===== src/rtl/mem_arb_pkg.sv =====
// Shared types and default widths for the fetch/mem-stage memory port arbiter.
package mem_arb_pkg;

    localparam int DEF_ADDR_W = 32;
    localparam int DEF_DATA_W = 32;

    typedef enum logic [1:0] {
        OWN_NONE = 2'd0,
        OWN_IF   = 2'd1,
        OWN_DM   = 2'd2
    } owner_t;

endpackage


===== src/rtl/mem_arb_fair_cnt.sv =====
// Starvation counter: counts mem-stage grants taken while fetch waits and
// flags when fetch must be served next.
module mem_arb_fair_cnt #(
    parameter int MAX_RUN = 4
) (
    input  logic clk,
    input  logic rst,
    input  logic inc,
    input  logic clr,
    output logic sat
);

    localparam logic [3:0] MAX_CNT = 4'(MAX_RUN);

    logic [3:0] run_cnt_reg;

    assign sat = (run_cnt_reg == MAX_CNT);

    always_ff @(posedge clk or posedge rst) begin
        if (rst) begin
            run_cnt_reg <= '0;
        end else if (clr) begin
            run_cnt_reg <= '0;
        end else if (inc && !sat) begin
            run_cnt_reg <= run_cnt_reg + 4'd1;
        end
    end

endmodule


===== src/rtl/mem_arbiter.sv =====
// Arbitrates one unified memory port between fetch (read-only) and the mem
// stage (read/write); mem stage has priority, bounded by a starvation counter.
module mem_arbiter
    import mem_arb_pkg::*;
#(
    parameter int ADDR_W     = DEF_ADDR_W,
    parameter int DATA_W     = DEF_DATA_W,
    parameter int MAX_DM_RUN = 4
) (
    input  logic              clk,
    input  logic              rst,
    input  logic              if_req,
    input  logic [ADDR_W-1:0] if_addr,
    output logic              if_ready,
    output logic              if_valid,
    output logic [DATA_W-1:0] if_rdata,
    input  logic              dm_req,
    input  logic              dm_we,
    input  logic [ADDR_W-1:0] dm_addr,
    input  logic [DATA_W-1:0] dm_wdata,
    output logic              dm_ready,
    output logic              dm_valid,
    output logic [DATA_W-1:0] dm_rdata,
    output logic              mem_en,
    output logic              mem_we,
    output logic [ADDR_W-1:0] mem_addr,
    output logic [DATA_W-1:0] mem_wdata,
    input  logic [DATA_W-1:0] mem_rdata
);

    logic              sat;
    logic              grant_if;
    logic              grant_dm;
    owner_t            rsp_own_reg;
    owner_t            rsp_own_next;
    logic [DATA_W-1:0] if_hold_reg;
    logic [DATA_W-1:0] dm_hold_reg;

    mem_arb_fair_cnt #(
        .MAX_RUN (MAX_DM_RUN)
    ) u_fair_cnt (
        .clk (clk),
        .rst (rst),
        .inc (grant_dm && if_req),
        .clr (grant_if || !if_req),
        .sat (sat)
    );

    // Mem stage wins a collision until fetch has waited MAX_DM_RUN grants.
    always_comb begin
        grant_dm = dm_req && !(if_req && sat);
        grant_if = if_req && !grant_dm;
    end

    assign if_ready = grant_if;
    assign dm_ready = grant_dm;

    always_comb begin
        mem_en    = grant_if || grant_dm;
        mem_we    = grant_dm && dm_we;
        mem_addr  = '0;
        mem_wdata = '0;
        if (grant_dm) begin
            mem_addr  = dm_addr;
            mem_wdata = dm_wdata;
        end else if (grant_if) begin
            mem_addr  = if_addr;
        end
    end

    always_comb begin
        rsp_own_next = OWN_NONE;
        if (grant_if) begin
            rsp_own_next = OWN_IF;
        end else if (grant_dm && !dm_we) begin
            rsp_own_next = OWN_DM;
        end
    end

    assign if_valid = (rsp_own_reg == OWN_IF);
    assign dm_valid = (rsp_own_reg == OWN_DM);
    assign if_rdata = if_valid ? mem_rdata : if_hold_reg;
    assign dm_rdata = dm_valid ? mem_rdata : dm_hold_reg;

    always_ff @(posedge clk or posedge rst) begin
        if (rst) begin
            rsp_own_reg <= OWN_NONE;
            if_hold_reg <= '0;
            dm_hold_reg <= '0;
        end else begin
            rsp_own_reg <= rsp_own_next;
            if (if_valid) begin
                if_hold_reg <= mem_rdata;
            end
            if (dm_valid) begin
                dm_hold_reg <= mem_rdata;
            end
        end
    end

endmodule


===== config.mk =====
export PLATFORM = sky130hd
export DESIGN_NAME = mem_arbiter
export DESIGN_NICKNAME = d
export VERILOG_FILES = /design/src/rtl/mem_arb_pkg.sv /design/src/rtl/mem_arb_fair_cnt.sv /design/src/rtl/mem_arbiter.sv
export SDC_FILE = /design/constraint.sdc
export NUM_CORES = 1
export LEC_CHECK = 0
export CORE_ASPECT_RATIO = 1.2
export CORE_MARGIN = 2
export CORE_UTILIZATION = 35
export CTS_CLUSTER_DIAMETER = 100
export DETAILED_ROUTE_END_ITERATION = 10
export MAX_ROUTING_LAYER = met4
export PLACE_DENSITY = 0.81
export SLEW_MARGIN = 20
export SYNTH_ARGS = -nofsm -noshare
export SYNTH_HDL_FRONTEND = slang
export SYNTH_SLANG_ARGS = --single-unit

===== constraint.sdc =====
create_clock -name clk -period 5.39 [get_ports clk]
set_input_delay 1.078 -clock clk [delete_from_list [all_inputs] [get_ports clk]]
set_output_delay 1.078 -clock clk [all_outputs]
set_load 0.05 [all_outputs]

==> impl_results.html <==
<table>
<tr><th>Metric</th><th>Value</th></tr>
<tr><th colspan="2">Min path</th></tr>
<tr><td>Number of cells on the worst hold path</td><td>1</td></tr>
<tr><td>HP Start</td><td>if_hold_reg[14]</td></tr>
<tr><td>Hold WC Path Type</td><td>flip-flop to flip-flop</td></tr>
<tr><th colspan="2">Finish</th></tr>
<tr><td>Filler cells</td><td>787</td></tr>
<tr><td>Finished layout cell area</td><td>6970 um2</td></tr>
<tr><td>Number of non-filler instances in the completed layout</td><td>701</td></tr>
<tr><td>Synthesis-to-layout area growth</td><td>86.20%</td></tr>
<tr><td>Leading cell types in the layout, fill and taps excluded</td><td>198 x sky130_fd_sc_hd__clkdlybuf4s50_1, 70 x sky130_fd_sc_hd__dfrtp_1, 58 x sky130_fd_sc_hd__mux2_4</td></tr>
<tr><td>Post-layout util</td><td>66.61%</td></tr>
<tr><td>Most common cell after layout, fill and taps aside</td><td>sky130_fd_sc_hd__clkdlybuf4s50_1</td></tr>
<tr><td>Layout Nets</td><td>701</td></tr>
<tr><td>Share of layout cells above drive strength 1</td><td>29.60%</td></tr>
<tr><th colspan="2">Global route</th></tr>
<tr><td>Pin count of the biggest net entering global routing</td><td>71</td></tr>
<tr><td>Antenna violations before repair</td><td>1</td></tr>
<tr><td>First-pass GRT wire length</td><td>20,550 um</td></tr>
<tr><td>GRT Resource Usage Total</td><td>24.42%</td></tr>
<tr><td>Aggregate global routing overflow</td><td>0</td></tr>
<tr><td>Via count of the first global-routing pass</td><td>3,589</td></tr>
<tr><th colspan="2">Timing</th></tr>
<tr><td>Count of final max-slew check failures</td><td>0</td></tr>
<tr><td>Final worst clock skew</td><td>4.766 ps</td></tr>
<tr><td>Final hold vios</td><td>0</td></tr>
<tr><td>Actual slew at the worst max-slew pin</td><td>907.4 ps</td></tr>
<tr><td>Fraction of the cycle the final worst path needs</td><td>86.13%</td></tr>
<tr><td>Number of failing setup endpoints in the final timing report</td><td>0</td></tr>
<tr><td>RSZ-0062 raised after global routing</td><td>no</td></tr>
<tr><td>Final min period</td><td>4643 ps</td></tr>
<tr><td>Total negative setup slack</td><td>0 ps</td></tr>
<tr><td>Worst max-slew margin expressed relative to the limit</td><td>39.38%</td></tr>
<tr><td>Worst Hold Margin</td><td>487.1 ps</td></tr>
<tr><td>Maximum achievable frequency</td><td>215.4 MHz</td></tr>
<tr><td>Post-route setup slack</td><td>747.4 ps</td></tr>
<tr><th colspan="2">Floorplanning</th></tr>
<tr><td>Overall die area</td><td>11,540 um2</td></tr>
<tr><td>Die span in y</td><td>117.3 um</td></tr>
<tr><td>Number of placed I/O pins</td><td>267</td></tr>
<tr><td>Initial Utilization</td><td>35.77%</td></tr>
<tr><td>Die W</td><td>98.41 um</td></tr>
<tr><td>CORE AREA</td><td>10,470 um2</td></tr>
<tr><td>Standard-cell row count</td><td>41</td></tr>
<tr><th colspan="2">Placement</th></tr>
<tr><td>Cell count after placement</td><td>684</td></tr>
<tr><td>Placed wire-length estimate after detailed placement</td><td>11,440 um</td></tr>
<tr><td>Number of buffers inserted by port buffering</td><td>266</td></tr>
<tr><td>Last weighted congestion value of the routability-driven placer</td><td>0.7737</td></tr>
<tr><td>Setup Slack @ Placement</td><td>754.2 ps</td></tr>
<tr><td>Cell area after placement</td><td>6645 um2</td></tr>
<tr><th colspan="2">Synth</th></tr>
<tr><td>Mean Syn Cell Area</td><td>11.96 um2</td></tr>
<tr><td>Number of synthesized register bits</td><td>70</td></tr>
<tr><td>Number of cells produced by synthesis</td><td>313</td></tr>
<tr><td>Share of synthesized registers carrying an async set or reset</td><td>100.0%</td></tr>
<tr><td>Share of synthesized area occupied by flip-flops and latches</td><td>46.79%</td></tr>
<tr><td>Top flip-flop cell by instance count after synthesis</td><td>sky130_fd_sc_hd__dfrtp_1</td></tr>
<tr><td>Post-Synthesis Cell Area</td><td>3744 um2</td></tr>
<tr><td>Syn Nets</td><td>448</td></tr>
<tr><td>Distinct cell type count after synthesis</td><td>25</td></tr>
<tr><td>Number of enable flip-flop cells after synthesis</td><td>0</td></tr>
<tr><td>Ys Warns</td><td>0</td></tr>
<tr><th colspan="2">Clock tree</th></tr>
<tr><td>Buffer cell driving the clock tree root</td><td>sky130_fd_sc_hd__clkbuf_16</td></tr>
<tr><td>Number of buffers added by the clock tree synthesis step</td><td>9</td></tr>
<tr><td># H-tree levels</td><td>3</td></tr>
<tr><td>Number of resized instances in the post-cts repair step</td><td>0</td></tr>
<tr><td>Total clock sinks</td><td>70</td></tr>
<tr><td>Hold Buf Count CTS</td><td>0</td></tr>
<tr><td>Register clock-pin slew on the reported worst setup and hold paths</td><td>50 ps</td></tr>
<tr><td>TritonCTS clock tree</td><td>yes</td></tr>
<tr><td>Clock insertion delay at the later pin of the skew report</td><td>330 ps</td></tr>
<tr><td>Clk buf depth</td><td>2</td></tr>
<tr><td>Buffers inserted by post-CTS timing repair</td><td>0</td></tr>
<tr><th colspan="2">Route</th></tr>
<tr><td>Number of optimization iterations in the first detailed-route pass</td><td>4</td></tr>
<tr><td>Total length of routed wires</td><td>14,090 um</td></tr>
<tr><td>Vias</td><td>3,424</td></tr>
<tr><td># DRC</td><td>0</td></tr>
<tr><td>Number of violations reported at the end of detailed-routing iteration 0</td><td>120</td></tr>
<tr><td>Avg Vias per Cell</td><td>4.884</td></tr>
<tr><td>Remaining antenna violation count after routing</td><td>0</td></tr>
<tr><td>Post-detailed-route wirelength per cell</td><td>20.11 um</td></tr>
<tr><th colspan="2">Worst setup path</th></tr>
<tr><td>Largest fanout of any net on the critical path</td><td>66</td></tr>
<tr><td>Reg2Reg Depth</td><td>6</td></tr>
<tr><td>Crit path arrival time</td><td>3560 ps</td></tr>
<tr><td>Critical path endpoint</td><td>mem_addr[31]</td></tr>
<tr><td>Required time worst endpoint</td><td>4310 ps</td></tr>
<tr><td>Launch instance of the worst register-to-register path</td><td>u_fair_cnt.run_cnt_reg[0]</td></tr>
<tr><td>Crit path kind</td><td>primary input to primary output</td></tr>
<tr><td>Setup crit start kind</td><td>primary input</td></tr>
<tr><td>Startpoint of the worst setup timing path</td><td>if_req</td></tr>
<tr><td>Nature of the critical path endpoint</td><td>primary output</td></tr>
<tr><td>FF-to-FF End</td><td>u_fair_cnt.run_cnt_reg[1]</td></tr>
<tr><td>Register-to-register setup slack</td><td>2990 ps</td></tr>
<tr><th colspan="2">Pwr</th></tr>
<tr><td>Static leakage</td><td>3.216 nW</td></tr>
<tr><td>Power density over cell area</td><td>336.8 nW/um2</td></tr>
<tr><td>Maximum resistive drop on vdd</td><td>144.4 uV</td></tr>
<tr><td>Power, Total</td><td>2.348 mW</td></tr>
<tr><th colspan="2">Job</th></tr>
<tr><td>Max-cap viol count</td><td>0</td></tr>
<tr><th colspan="2">Run status</th></tr>
<tr><td>Run status</td><td>completed</td></tr>
</table>
[cell families (layout without fill, tap and decap cells)]
logic type	count (synthesis)	count (layout)	synth area share (%)
flops	70	70	46.79
mux	64	64	25.07
xor+xnor	2	2	0.4680
buf+inv	34	292	6.450
fa+ha+maj	2	2	0.6683
other cells	0	1	0
compound gates	32	32	5.181
simple gates	109	109	15.37
[worst max-delay path, cell delays in order]
cell                              delay, ps
sky130_fd_sc_hd__clkdlybuf4s50_1        540
sky130_fd_sc_hd__nand4b_4               620
sky130_fd_sc_hd__nand2_2                320
sky130_fd_sc_hd__inv_2                  330
sky130_fd_sc_hd__o21ai_0                460
sky130_fd_sc_hd__buf_12                 190
[worst min path at each step]
stage                     slack [ps]                        end
after floorplan                  570  u_fair_cnt.run_cnt_reg[0]
after global placement           480             if_hold_reg[9]
after detailed placement         480            dm_hold_reg[11]
after CTS                        490            dm_hold_reg[11]
after global routing             500            if_hold_reg[12]
final                            490            if_hold_reg[14]
[cell usage after synthesis, types with 2 or more instances]
master / n / area, um2
sky130_fd_sc_hd__o21ai_2: 9 / 78.83
sky130_fd_sc_hd__o21ai_0: 2 / 10.01
sky130_fd_sc_hd__inv_1: 4 / 15.01
sky130_fd_sc_hd__o21ai_1: 21 / 105.1
sky130_fd_sc_hd__nand3_1: 33 / 165.2
sky130_fd_sc_hd__buf_2: 7 / 35.03
sky130_fd_sc_hd__ha_1: 2 / 25.02
sky130_fd_sc_hd__nand2_1: 32 / 120.1
sky130_fd_sc_hd__mux2_4: 58 / 870.8
sky130_fd_sc_hd__and3_1: 37 / 231.5
sky130_fd_sc_hd__clkbuf_1: 7 / 26.28
sky130_fd_sc_hd__buf_4: 2 / 15.01
sky130_fd_sc_hd__dfrtp_1: 70 / 1752
sky130_fd_sc_hd__buf_6: 13 / 146.4
sky130_fd_sc_hd__mux2_2: 6 / 67.56
[report_power, final]
part	internal, mW	total, mW	switching, mW
sequential	0.612	0.638	0.0262
combinational	0.447	1.08	0.632
clock	0.406	0.631	0.225
[final cells by class]
cell class              instances  area (um2)  share of cell area [%]
well taps                     129       161.4                   2.316
repair buffers                271        2953                   42.36
diodes                          1       2.502                 0.03590
flip-flops and latches         70        1752                   25.13
clock buffers                   9       225.2                   3.231
inverters                       5       18.77                  0.2693
clock inverters                 7       97.59                   1.400
multi-input cells             209        1760                   25.26
[per-layer routing]
layer	vias to the layer above	global-route usage [%]	part of all wire [%]
li1	1589	-	-
met1	1633	30.18	41
met2	179	38.50	48
met3	23	7.423	8.2
met4	0	8.128	2.2
met5	-	-	0
Power figures use the tool's default switching activity.
==> edit 1, RTL diff (same settings) <==
`DEF_DATA_W`: 32 -> 36.
--- a/src/rtl/mem_arb_pkg.sv
+++ b/src/rtl/mem_arb_pkg.sv
@@ -3,5 +3,5 @@
 
     localparam int DEF_ADDR_W = 32;
-    localparam int DEF_DATA_W = 32;
+    localparam int DEF_DATA_W = 36;
 
     typedef enum logic [1:0] {
Interface: changed (5 resized); port bits go from 267 to 287. No check against the original RTL was run, so the function may have changed too.
==> edit 1 against the unedited design <==
Final area rose by 5.2%. Sequential cell count increased by 8. Synthesized area grew 4.2%. Sequential power grew 11%. Total power rose by 3.6%. Setup slack improved by 600 ps. Non-clock buffer count up 21. Routed wire length increased by 16%. Critical path type unchanged. Largest cell class unchanged.
==> edit 1: results <==
export IMPL_status="finished clean"
export IMPL_track_usage_pct=28.0
export IMPL_nonClkBufAreaFrac_pct=43.1
export IMPL_use_met1_pct=32.8
export IMPL_nClkBuffers=10
export IMPL_synthAdderAreaFrac_pct=0.641
export IMPL_antenna_found_initial=4
export IMPL_critical_path_arrival_ps=2970
export IMPL_p_leak_nw=3.22
export IMPL_grt_pass1_wl_um=24000
export IMPL_hpwl_um=13100
export IMPL_ys_top_cells_by_area="dfrtp_1, mux2_2, and3_1"
export IMPL_ir_worst_vdd_mv=0.188
export IMPL_num_antenna_cells=4
export IMPL_dp_slack_ps=1360
export IMPL_muxShareOfSynthArea_pct=20.8
export IMPL_place_area_um2=7010
export IMPL_routed_wl_um=16400
export IMPL_netlist_cell_type_count=22
export IMPL_seq_area_frac_synth_pct=50.0
export IMPL_clock_sinks=78
export IMPL_met3_wirelength_um=1510
export IMPL_wl_met1_um=6280
export IMPL_dp_cells=727
export IMPL_wl_met2_um=8170
export IMPL_nNetsFinal=750
export IMPL_synth_compound_area_share_pct=6.89
==> edit 1: cell types whose count changed in the layout (fill, tap and decap cells not counted), moves of 2 or more <==
cell	delta
mux2_2	+66
clkdlybuf4s50_1	+16
mux2_4	-58
dfrtp_1	+8
o21ai_2	+20
o21ai_1	-21
diode_2	+3
bufinv_16	-2
and3_1	+4
buf_4	+4
==> edit 1: worst paths after layout <==
kind / depth (start not counted) / startpoint / end / slack, ps
max: 4 / if_req / mem_en / 1350
min: 1 / if_hold_reg[33] / if_hold_reg[33] / 500
max reg2reg: 2 / rsp_own_reg[0] / if_hold_reg[16] / 3680
min reg2reg: 1 / if_hold_reg[33] / if_hold_reg[33] / 500
max in group asynchronous: 3 / rst / dm_hold_reg[4] / 3110
min in group asynchronous: 2 / rst / dm_hold_reg[14] / 1260
==> edit 1: report_power, final <==
part	internal (mW)	total, mW	switching, mW
logic	0.441	1.14	0.699
clock network	0.332	0.585	0.254
registers	0.681	0.706	0.0249
==> edit 2, RTL diff (same flow settings) <==
Made on the original files. Reset style: synchronous (`rst`), changed in 2 clocked blocks.
--- a/src/rtl/mem_arb_fair_cnt.sv
+++ b/src/rtl/mem_arb_fair_cnt.sv
@@ -17,5 +17,5 @@
     assign sat = (run_cnt_reg == MAX_CNT);
 
-    always_ff @(posedge clk or posedge rst) begin
+    always_ff @(posedge clk) begin
         if (rst) begin
             run_cnt_reg <= '0;
--- a/src/rtl/mem_arbiter.sv
+++ b/src/rtl/mem_arbiter.sv
@@ -83,5 +83,5 @@
     assign dm_rdata = dm_valid ? mem_rdata : dm_hold_reg;
 
-    always_ff @(posedge clk or posedge rst) begin
+    always_ff @(posedge clk) begin
         if (rst) begin
             rsp_own_reg <= OWN_NONE;
Check against the original RTL: differs if rst is asserted again (counterexample within 4 cycles, from zero or initial values and one cycle with rst high); with rst held inactive, the same outputs for 10 cycles.
==> edit 2 against the unedited design <==
Critical path depth unchanged. First-iteration DRC count decreased by 40%. Global-route usage decreased by 4.0 points. Routed wire length decreased by 14%. Count of clock-buffer cells in the layout increased by 1. Die area increased by 2.3%. Core utilization decreased by 0.97 points. Final area unchanged. Synthesized cell count increased by 21%. Sequential cell count unchanged. Total power decreased by 27%. Synthesized area increased by 2.4%. Setup slack improved by 400 ps.
==> edit 2: results <==
export IMPL_ys_top_cells_by_area="dfxtp_1, mux2_4, and2_1"
export IMPL_status="finished clean"
export IMPL_ctsResizeCount=0
export IMPL_antenna_found_initial=0
export IMPL_routed_wl_um=12100
export IMPL_hold_path_depth=1
export IMPL_synth_commonest_cells="and2_1, dfxtp_1, mux2_4"
export IMPL_dp_slack_ps=1150
export IMPL_globalplace_congestion=0.864
export IMPL_worst_skew_pair_late_latency_ps=320
export IMPL_cts_made_buffers=9
export IMPL_htreeDepth=3
export IMPL_clock_path_buffers=2
export IMPL_post_cts_buffers=0
export IMPL_hold_path_class="flop to flop"
export IMPL_cts_clk_slew_worst_paths_ps=50
export IMPL_place_area_um2=6680
export IMPL_netlist_cell_type_count=23
export IMPL_drive_above_1_share_pct=24.5
export IMPL_ir_worst_vdd_mv=0.149
export IMPL_num_fill_cells=824
export IMPL_drtIter0Drc=72
export IMPL_rr_worst_depth=4
export IMPL_finClkSkew_ps=7.96
export IMPL_grt_max_degree=47
export IMPL_yosysWarnings=0
export IMPL_synth_async_reset_ratio_pct=0
export IMPL_seq_area_frac_synth_pct=36.6
export IMPL_grt_pass1_wl_um=18500
export IMPL_avgViaCountPerCell=4.52
export IMPL_syn_num_nets=515
export IMPL_grt_pass1_vias=3648
export IMPL_firstDrtPassIters=4
export IMPL_num_antenna_cells=0
export IMPL_nNetsFinal=772
export IMPL_p_leak_nw=3.21
export IMPL_synth_flop_cell="dfxtp_1"
export IMPL_internal_power_mw=1.16
export IMPL_max_slew_margin_pct=53.5
export IMPL_track_usage_pct=20.4
export IMPL_hpwl_um=9690
export IMPL_grt_ovfl_total=0
export IMPL_worstPathMaxFanout=20
edit 2: cell count changes after synthesis, sizes merged, moves of 2 or more:
cell,unedited run,this run
and2,1,98
dfrtp,70,0
dfxtp,0,70
and3,37,2
inv,5,39
mux2i,0,32
nand3,33,1
o21ai,32,1
buf,22,16
clkbuf,7,10
nor2,1,4
nor3,0,2
edit 2: kinds of logic after synthesis:
| group | count (synthesis) | share of synthesized area, % |
|---|---|---|
| and+or+nand+nor | 144 | 21.0 |
| muxes | 96 | 32.8 |
| DFF | 70 | 36.6 |
| buffers and inverters | 65 | 8.36 |
| AOI/OAI and AO/OA | 2 | 0.359 |
| adders and majority gates | 2 | 0.653 |
| xor gates and xnor gates | 1 | 0.229 |
edit 2: critical path, cell delays in order:
cell	delay, ps
clkdlybuf4s50_1	500
nand2_1	100
o21ai_4	570
buf_4	370
mux2i_1	360
buf_12	180
edit 2: layout make-up:
| class | instances | area share, % |
|---|---|---|
| tap | 129 | 2.32 |
| clock inverter | 5 | 0.862 |
| sequential | 70 | 20.1 |
| timing repair buffer | 272 | 40.7 |
| clock buffer | 10 | 3.28 |
| inverter | 39 | 2.10 |
| multi-input combinational | 245 | 30.6 |
edit 2: worst paths after layout:
| check | from | endpoint | slack [ps] |
|---|---|---|---|
| min reg2reg | u_fair_cnt.run_cnt_reg[0] | u_fair_cnt.run_cnt_reg[0] | 470 |
| max reg2reg | rsp_own_reg[0] | if_hold_reg[31] | 3470 |
| max | if_req | mem_addr[10] | 1140 |
| min | u_fair_cnt.run_cnt_reg[0] | u_fair_cnt.run_cnt_reg[0] | 470 |
edit 2: metrics by stage:
step	hold slack [ps]	std cells	util (%)	total power, mW
floorplan	430	380	-	0.891
global placement	440	755	62.9	1.15
detailed placement	459	755	62.9	1.15
CTS	471	770	65.6	1.74
global route	497	770	65.6	1.78
finish	469	770	65.6	1.71
edit 2: power groups by stage:
stage               combinational (mW)  clock [mW]  sequential, mW
finish                           0.601       0.571           0.539
global route                     0.625       0.613           0.540
global placement                 0.596           0           0.550
floorplan                        0.342           0           0.549
detailed placement               0.602           0           0.551
CTS                              0.605       0.593           0.539
edit 2: metal layers:
metal	part of all wire (%)	vias to the layer above	global-route usage [%]	routed length [µm]
met5	0	-	-	0
met4	1.8	0	6.59	213
met3	5.7	17	4.26	686
met2	53	152	36.5	6450
met1	39	1600	22.4	4790
li1	-	1708	-	-
